--- src/rtl/vga_timing_pkg.sv ---
// vga_timing_pkg: shared 640x480@60 raster constants, colours and range helper
package vga_timing_pkg;
  localparam int CW       = 10;
  localparam int H_ACTIVE = 640;
  localparam int H_FP     = 16;
  localparam int H_SYNC   = 96;
  localparam int H_BP     = 48;
  localparam int H_TOTAL  = H_ACTIVE + H_FP + H_SYNC + H_BP;
  localparam int V_ACTIVE = 480;
  localparam int V_FP     = 10;
  localparam int V_SYNC   = 2;
  localparam int V_BP     = 33;
  localparam int V_TOTAL  = V_ACTIVE + V_FP + V_SYNC + V_BP;
  localparam logic [5:0] FG_RGB = 6'b111111;
  localparam logic [5:0] BG_RGB = 6'b000000;
  function automatic logic in_range(input logic [CW-1:0] x, input int lo, input int hi);
    return x >= CW'(lo) && x <= CW'(hi);
  endfunction
endpackage

--- src/rtl/vga_axis_counter.sv ---
// vga_axis_counter: one raster axis - count with wrap, terminal count, sync and active decode
module vga_axis_counter
  import vga_timing_pkg::*;
#(
  parameter int TOTAL      = 800,
  parameter int ACTIVE     = 640,
  parameter int SYNC_START = 656,
  parameter int SYNC_LEN   = 96
) (
  input  logic          clk,
  input  logic          rst_n,
  input  logic          en,
  output logic [CW-1:0] count,
  output logic          tc,
  output logic          sync,
  output logic          active
);
  if (TOTAL > 1024 || ACTIVE > TOTAL || SYNC_LEN < 1 || SYNC_START + SYNC_LEN > TOTAL) begin : g_bad_timing
    $error("vga_axis_counter: illegal timing parameters");
  end
  assign tc     = count == CW'(TOTAL - 1);
  assign sync   = in_range(count, SYNC_START, SYNC_START + SYNC_LEN - 1);
  assign active = count < CW'(ACTIVE);
  always_ff @(posedge clk or negedge rst_n)
    if (!rst_n) count <= '0;
    else if (en) count <= tc ? '0 : count + 1'b1;
endmodule

--- src/rtl/vga_scan_driver.sv ---
// vga_scan_driver: raster timing master, sync/blank delayed to match renderer pixel latency
module vga_scan_driver #(
  parameter int         H_ACTIVE = vga_timing_pkg::H_ACTIVE,
  parameter int         H_FP     = vga_timing_pkg::H_FP,
  parameter int         H_SYNC   = vga_timing_pkg::H_SYNC,
  parameter int         H_BP     = vga_timing_pkg::H_BP,
  parameter int         V_ACTIVE = vga_timing_pkg::V_ACTIVE,
  parameter int         V_FP     = vga_timing_pkg::V_FP,
  parameter int         V_SYNC   = vga_timing_pkg::V_SYNC,
  parameter int         V_BP     = vga_timing_pkg::V_BP,
  parameter bit         SYNC_POL = 1'b0,
  parameter int         PIX_LAT  = 1,
  parameter logic [5:0] FG_RGB   = vga_timing_pkg::FG_RGB,
  parameter logic [5:0] BG_RGB   = vga_timing_pkg::BG_RGB
) (
  input  logic       clk,
  input  logic       rst_n,
  input  logic       pix_ce,
  input  logic       pixel_bw,
  output logic [9:0] horizCounter,
  output logic [9:0] vertCounter,
  output logic       hsync,
  output logic       vsync,
  output logic       display_on,
  output logic       vblank,
  output logic       frame_start,
  output logic [5:0] rgb
);
  localparam int H_TOTAL = H_ACTIVE + H_FP + H_SYNC + H_BP;
  localparam int V_TOTAL = V_ACTIVE + V_FP + V_SYNC + V_BP;
  if (PIX_LAT < 1 || PIX_LAT > 4) begin : g_bad_lat
    $error("vga_scan_driver: PIX_LAT must be 1..4");
  end
  logic       h_tc, v_tc, hs, vs, h_act, v_act;
  logic [2:0] dly [PIX_LAT];
  logic       hs_d, vs_d, de_d, ce_q, px_q, px;
  vga_axis_counter #(
    .TOTAL(H_TOTAL), .ACTIVE(H_ACTIVE), .SYNC_START(H_ACTIVE + H_FP), .SYNC_LEN(H_SYNC)
  ) u_h (
    .clk(clk), .rst_n(rst_n), .en(pix_ce),
    .count(horizCounter), .tc(h_tc), .sync(hs), .active(h_act)
  );
  vga_axis_counter #(
    .TOTAL(V_TOTAL), .ACTIVE(V_ACTIVE), .SYNC_START(V_ACTIVE + V_FP), .SYNC_LEN(V_SYNC)
  ) u_v (
    .clk(clk), .rst_n(rst_n), .en(pix_ce & h_tc),
    .count(vertCounter), .tc(v_tc), .sync(vs), .active(v_act)
  );
  assign {hs_d, vs_d, de_d} = dly[PIX_LAT-1];
  assign vblank = ~v_act;
  // renderer output is fresh one clk after a shift; with slower pix_ce it has moved on, so use the held copy
  assign px = ce_q ? pixel_bw : px_q;
  always_ff @(posedge clk or negedge rst_n)
    if (!rst_n) begin
      for (int i = 0; i < PIX_LAT; i++) dly[i] <= '0;
    end else if (pix_ce) begin
      dly[0] <= {hs, vs, h_act & v_act};
      for (int i = 1; i < PIX_LAT; i++) dly[i] <= dly[i-1];
    end
  always_ff @(posedge clk or negedge rst_n)
    if (!rst_n) begin
      ce_q <= 1'b0;
      px_q <= 1'b0;
    end else begin
      ce_q <= pix_ce;
      if (ce_q) px_q <= pixel_bw;
    end
  always_ff @(posedge clk or negedge rst_n)
    if (!rst_n) begin
      hsync       <= ~SYNC_POL;
      vsync       <= ~SYNC_POL;
      display_on  <= 1'b0;
      rgb         <= '0;
      frame_start <= 1'b0;
    end else if (pix_ce) begin
      hsync       <= SYNC_POL ? hs_d : ~hs_d;
      vsync       <= SYNC_POL ? vs_d : ~vs_d;
      display_on  <= de_d;
      rgb         <= de_d ? (px ? FG_RGB : BG_RGB) : '0;
      frame_start <= h_tc & v_tc;
    end
endmodule

--- config.mk ---
export PLATFORM = sky130hd
export DESIGN_NAME = vga_scan_driver
export DESIGN_NICKNAME = d
export VERILOG_FILES = /design/src/rtl/vga_timing_pkg.sv /design/src/rtl/vga_axis_counter.sv /design/src/rtl/vga_scan_driver.sv
export SDC_FILE = /design/constraint.sdc
export NUM_CORES = 1
export LEC_CHECK = 0
export ABC_CLOCK_PERIOD_IN_PS = 3200
export CORE_ASPECT_RATIO = 0.9
export CORE_MARGIN = 2
export CORE_UTILIZATION = 49
export CTS_CLUSTER_SIZE = 28
export DETAILED_ROUTE_END_ITERATION = 7
export GPL_TIMING_DRIVEN = 1
export PLACE_DENSITY = 0.81
export SLEW_MARGIN = 30
export SYNTH_ARGS = -nofsm -noshare
export SYNTH_HDL_FRONTEND = slang
export SYNTH_SLANG_ARGS = --single-unit
export TNS_END_PERCENT = 5
--- constraint.sdc ---
create_clock -name clk -period 3.2 [get_ports clk]
set_clock_uncertainty 0.2 [all_clocks]
set_input_delay 0.96 -clock clk [delete_from_list [all_inputs] [get_ports clk]]
set_output_delay 0.96 -clock clk [all_outputs]
set_load 0.01 [all_outputs]
==> impl_metrics.tcl, run 1 <==
set metrics [dict create \
    status "completed" \
    synth_top_cell_by_area "dfrtp_1" \
    critPathSlowestCell "clkdlybuf4s50_1" \
    critPathKind "flop to primary output" \
    p_sw_uw 280 \
    grt_start_max_net_pins 31 \
    p_int_uw 682 \
    numCtsBuffers 5 \
    combinationalPowerShare_pct 20.8 \
    clock_path_buffers 2 \
    ys_warn_count 0 \
    critical_path.max_fanout 6 \
    switching_share_pct 29.1 \
    hold_depth 1 \
    final_common_cell "clkdlybuf4s50_1" \
    final_hold_viol_count 0 \
    leakage_uw 0.000861 \
    holdCritPathClass "flop to flop" \
    finalCriticalPeriod_ns 2.86 \
    rr_worst_depth 5 \
    rsz0062_at_grt "no" \
    layout.cells.non_filler 228 \
    grt_pass1_wl_mm 5.60 \
    fmax_mhz 350 \
    clkTransAtPathRegs_ns 0.11 \
    synth_top_area_share_pct 45.3 \
    final_cell_mix "clkdlybuf4s50_1 (34), dfrtp_1 (28), o21ai_0 (13), inv_1 (12), nand4_1 (8)" \
    post-route-drc-count 0 \
    p_clk_share_pct 29.8 \
    cpPeakStageDelay_ns 0.55 \
    cp-end-kind "primary output" \
    start_kind "flop" \
    setup_tns_ns 0 \
    ys_seq_elements 30 \
    first_global_vias 1190 \
    num-nets-final 194 \
    syn_nets 158 \
    synth.avg_cell_area_sq_um 10.4 \
    die_width_um 63.2 \
    ys_types 37 \
    cts_tree "done" \
    ctsHoldBuffers 0 \
    drv_slew 0 \
    wl_per_cell_um 15.0 \
    synth_cells 149 \
    die-area_sq_um 3620 \
    core_sq_um 3040 \
    period_share_pct 89.3 \
    antennaDiodeCount 0 \
    arrival_ns 1.70 \
    holdCritStartpoint "px_q" \
    routed-via-count 1295 \
    ir_worst_vdd_uv 408 \
    r2r_start "u_h.count[1]" \
    final_antenna_net_count 0 \
    clock-sinks 30 \
    synth-seq-area-share_pct 48.7 \
    dieHeight_um 57.3 \
    drtIter0Drc 73 \
    root_buffer "clkbuf_4" \
    whs_ns 0.308 \
    setup_viol 0 \
    layout-drive-gt1-share_pct 12.9 \
    htreeDepth 2 \
    reg2reg_setup_slack_ns 0.67 \
    path_delay_family "buffers and inverters" \
    min_to "px_q" \
    wirelength_mm 3.41 \
    cts_resized 0 \
    place_congestion 0.826 \
    netlist_area_sq_um 1550 \
    overflow 0 \
    max_cap_violations 0 \
    portBuffers 34 \
    antenna_found_initial 0 \
    rows 19 \
    seq_power_share_pct 49.4 \
    slew_headroom_pct 68.8 \
    start_util_pct 50.8 \
    cts_setup_buffers 0 \
    area_growth_syn_to_layout_pct 28.6 \
    r2r-end "u_v.count[9]" \
    ioPinCount 35 \
    cp_cell_sequence "nand4_1 > nand2b_1 > clkdlybuf4s50_1" \
    placed_cells 220 \
    dpl.hpwl_mm 2.34 \
    drtPass1Iterations 4 \
    power_density_nw_per_um2 484 \
    clock_latency_ns 0.34 \
    crit_buf_inv 1 \
    worst-slew-pin-transition_ns 0.467 \
    track_usage_pct 20.1 \
    worst_ep_required_time_ns 2.04 \
    avgViaCountPerCell 5.68 \
    ys_top_cells_by_area "dfrtp_1 (45%), o21ai_0 (4.2%), ha_1 (4.0%), a22o_1 (4.0%), mux2_2 (3.6%)" \
]
## how the worst max path moves through the flow
stage	start	to	slack [ns]	cells past startpoint
5_1_grt	u_v.count[6]	vblank	0.24	3
2_1_floorplan	pix_ce	u_v.count[5]	0.84	4
3_3_place_gp	pix_ce	u_v.count[0]	0.37	5
3_5_place_dp	pix_ce	u_v.count[9]	0.36	5
4_1_cts	u_v.count[6]	vblank	0.33	3
6_report	u_v.count[7]	vblank	0.34	3
## routing by layer
layer  vias to the layer above  global-route usage (%)  wire, um
li1                        602                       -         -
met1                       637                    26.1      1490
met2                        46                    32.5      1680
met3                        10                    4.73       149
met4                         0                    9.01        85
met5                         -                       0         0
## power groups by stage
stage | sequential, uW | combinational (uW) | clock (uW)
2_1_floorplan | 476 | 104 | 0
5_1_grt | 480 | 215 | 303
3_3_place_gp | 474 | 197 | 0
4_1_cts | 473 | 202 | 290
3_5_place_dp | 479 | 201 | 0
6_report | 475 | 200 | 287
## final cells by class
type | instances | area, sq um
Tap cell | 42 | 52.6
Fill cell | 259 | 1050
Multi-Input combinational cell | 98 | 688
Clock buffer | 8 | 78.8
Inverter | 12 | 45.0
Timing Repair Buffer | 38 | 370
Sequential cell | 30 | 753
## cell families after synthesis
family                   count (synthesis)  share of synthesized area (%)
buffers and inverters                   21                           6.80
AND/OR/NAND/NOR                         54                           21.1
multiplexers                             6                           4.29
adder cells (fa/ha/maj)                  5                           4.05
XOR/XNOR                                 7                           3.96
AO/OA/AOI/OAI                           26                           11.1
flip-flops                              30                           48.7
## cell usage after synthesis
cell type	number
or3_4	1
or3_1	1
xnor2_1	6
a32o_1	1
xor2_1	1
o32ai_1	1
dfrtp_1	28
buf_4	5
dfstp_2	2
a22o_1	7
nor3_1	6
nor3b_1	2
o21ai_0	13
clkbuf_1	3
or2_2	2
o22ai_1	2
or4b_4	1
and2_1	1
nor2b_1	4
and3_1	7
nor3_2	1
buf_6	1
nand3_1	2
nand2b_1	2
ha_1	5
nand2_1	7
or4_1	1
mux2_2	5
a21oi_1	1
nand4b_1	1
inv_1	12
nor4bb_1	1
and4_1	1
mux2i_1	1
nand4_1	8
nor2_1	5
o2111ai_1	1
## stage by stage
step / total power [uW] / utilization, % / cell area, sq um / worst slack [ns]
2_1_floorplan: 581 / - / 1550 / 0.838
3_3_place_gp: 671 / 62.7 / 1910 / 0.367
3_5_place_dp: 680 / 62.7 / 1910 / 0.362
4_1_cts: 965 / 65.3 / 1990 / 0.334
5_1_grt: 998 / 65.3 / 1990 / 0.238
6_report: 961 / 65.3 / 1990 / 0.342
## state kept, by name, summed over array words and instances (netlist names)
register,flops
rgb,1
vsync,1
ce_q,1
display_on,1
hsync,1
u_v.count,10
dly,3
u_h.count,10
frame_start,1
px_q,1
(Power assumes the default switching activity.)
==> inputs of run 2 (changes only) <==
--- a/config.mk
+++ b/config.mk
@@ -11,7 +11,7 @@
 export CORE_UTILIZATION = 49
 export CTS_CLUSTER_SIZE = 28
 export DETAILED_ROUTE_END_ITERATION = 7
-export GPL_TIMING_DRIVEN = 1
+export GPL_TIMING_DRIVEN = 0
 export PLACE_DENSITY = 0.81
 export SLEW_MARGIN = 30
 export SYNTH_ARGS = -nofsm -noshare
==> run 2 against run 1 <==
Compared with the run above:
- routed wire length fell by 4.3%
- non-clock buffer count rose by 5
- cell count rose by 2.2%
- hold slack barely moved
- combinational power rose by 12%
- total power fell by 3.8%
- fmax rose by 0.63%
- critical path depth did not move
- worst setup slack improved by 0.018 ns
- critical endpoint unchanged
==> impl_metrics.tcl, run 2 (same netlist as run 1, synthesis figures left out) <==
set metrics [dict create \
    final_cell_mix "clkdlybuf4s50_1 (33), dfrtp_1 (28), o21ai_0 (13), inv_1 (12), nand4_1 (8)" \
    antennaDiodeCount 0 \
    fmax_mhz 352 \
    top_regs "u_h.count (10), u_v.count (10), dly (3)" \
    leakage_uw 0.000868 \
    area_growth_syn_to_layout_pct 29.0 \
    power_density_nw_per_um2 464 \
    clock-sinks 30 \
    die-area_sq_um 3620 \
    max_cap_violations 0 \
    first_global_vias 1164 \
    post-route-drc-count 0 \
    dpl.hpwl_mm 2.38 \
    p_clk_share_pct 25.5 \
    htreeDepth 2 \
    final_common_cell "clkdlybuf4s50_1" \
    wl_per_cell_um 14.0 \
    dr.max_layer_used "met4" \
    final_hold_viol_count 0 \
    wl_met1_mm 1.48 \
    final_antenna_net_count 0 \
    root_buffer "clkbuf_4" \
    rr_worst_depth 5 \
    switching_share_pct 29.5 \
    final_area_sq_um 1990 \
    ctsHoldBuffers 0 \
    cts_resized 0 \
    grt_pass1_wl_mm 5.31 \
    wirelength_mm 3.26 \
    p_sw_uw 273 \
    critical_path.max_fanout 7 \
    clock_path_buffers 2 \
    antenna_found_initial 0 \
    worst-slew-pin-transition_ns 0.639 \
    worst_ep_required_time_ns 2.04 \
    ir_worst_vdd_uv 368 \
    clkTransAtPathRegs_ns 0.09 \
    start_util_pct 50.8 \
    seq_power_share_pct 50.2 \
    rsz0062_at_grt "no" \
    route.met2.wl_mm 1.55 \
    combinationalPowerShare_pct 24.4 \
    dr_wl_met3_um 172 \
    clock_latency_ns 0.34 \
    dieHeight_um 57.3 \
    critPathKind "flop to primary output" \
    p_int_uw 652 \
    status "completed" \
    cts_tree "done" \
    r2r-end "u_v.count[0]" \
    grt_start_max_net_pins 31 \
    finalCriticalPeriod_ns 2.84 \
    setup_viol 0 \
    drtPass1Iterations 4 \
    start_kind "flop" \
    layout-drive-gt1-share_pct 13.6 \
    reg2reg_setup_slack_ns 0.64 \
    drtIter0Drc 38 \
    drv_slew 0 \
    track_usage_pct 19.1 \
    r2r_start "u_h.count[0]" \
    cts_setup_buffers 0 \
    rows 19 \
    routed-via-count 1276 \
    final_core_util_pct 65.5 \
    cp-end-kind "primary output" \
    num-nets-final 199 \
    setup_tns_ns 0 \
    slew_headroom_pct 57.4 \
    ioPinCount 35 \
    placed_area_sq_um 1930 \
    arrival_ns 1.68 \
    die_width_um 63.2 \
    portBuffers 34 \
    power_uw 925 \
    crit_path_start "u_v.count[6]" \
    numCtsBuffers 5 \
    place_congestion 0.793 \
    overflow 0 \
    avgViaCountPerCell 5.48 \
    core_sq_um 3040 \
    holdCritPathClass "flop to flop" \
    crit_end "vblank" \
    period_share_pct 88.7 \
]
-- run 2: cell count changes in the layout (fill, tap and decap cells not counted) --
cell / delta
clkbuf_1: +4
clkbuf_8: -2
buf_2: +1
buf_4: +1
buf_6: +1
clkdlybuf4s50_1: -1
clkinv_2: +1
-- run 2: power by group through the flow --
stage,Clock [uW],Combinational (uW),Sequential [uW]
finish,236,225,464
global route,257,245,469
detailed placement,0,226,471
floorplan,0,104,476
global placement,0,223,466
CTS,242,227,464
-- run 2: metal layers --
metal  track usage, %  up-vias
li1                 -      611
met5                0        -
met1             24.6      620
met3             5.33        7
met2             30.7       38
met4             8.39        0
-- run 2: how the worst min path moves through the flow --
| stage | startpoint | endpoint | slack (ns) | cells after the start |
|---|---|---|---|---|
| global route | px_q | px_q | 0.35 | 1 |
| detailed placement | px_q | px_q | 0.29 | 1 |
| floorplan | px_q | px_q | 0.27 | 1 |
| global placement | px_q | px_q | 0.29 | 1 |
| finish | px_q | px_q | 0.31 | 1 |
| CTS | px_q | px_q | 0.32 | 1 |
-- run 2: final cells by class --
class / count / area, sq um
flip-flops and latches: 30 / 753
multi-input cells: 98 / 688
well taps: 42 / 52.6
plain buffers: 9 / 60.1
clock buffers: 7 / 55.1
fillers: 272 / 1050
inverters: 12 / 45.0
clock inverters: 1 / 5.00
repair buffers: 34 / 335
-- run 2: per-stage QoR --
step | setup slack (ns) | instances | hold WS, ns
after detailed placement | 0.0546 | 225 | 0.293
after global placement | 0.0720 | 225 | 0.288
after floorplan | 0.838 | 149 | 0.272
final | 0.360 | 233 | 0.309
after global routing | 0.267 | 233 | 0.349
after CTS | 0.356 | 233 | 0.317
-- run 2: worst max-delay path, cell delays in order (launching register included) --
cell and delay, ns:
dfrtp_1 0.46, nand4_1 0.20, nand2b_1 0.15, clkdlybuf4s50_1 0.54
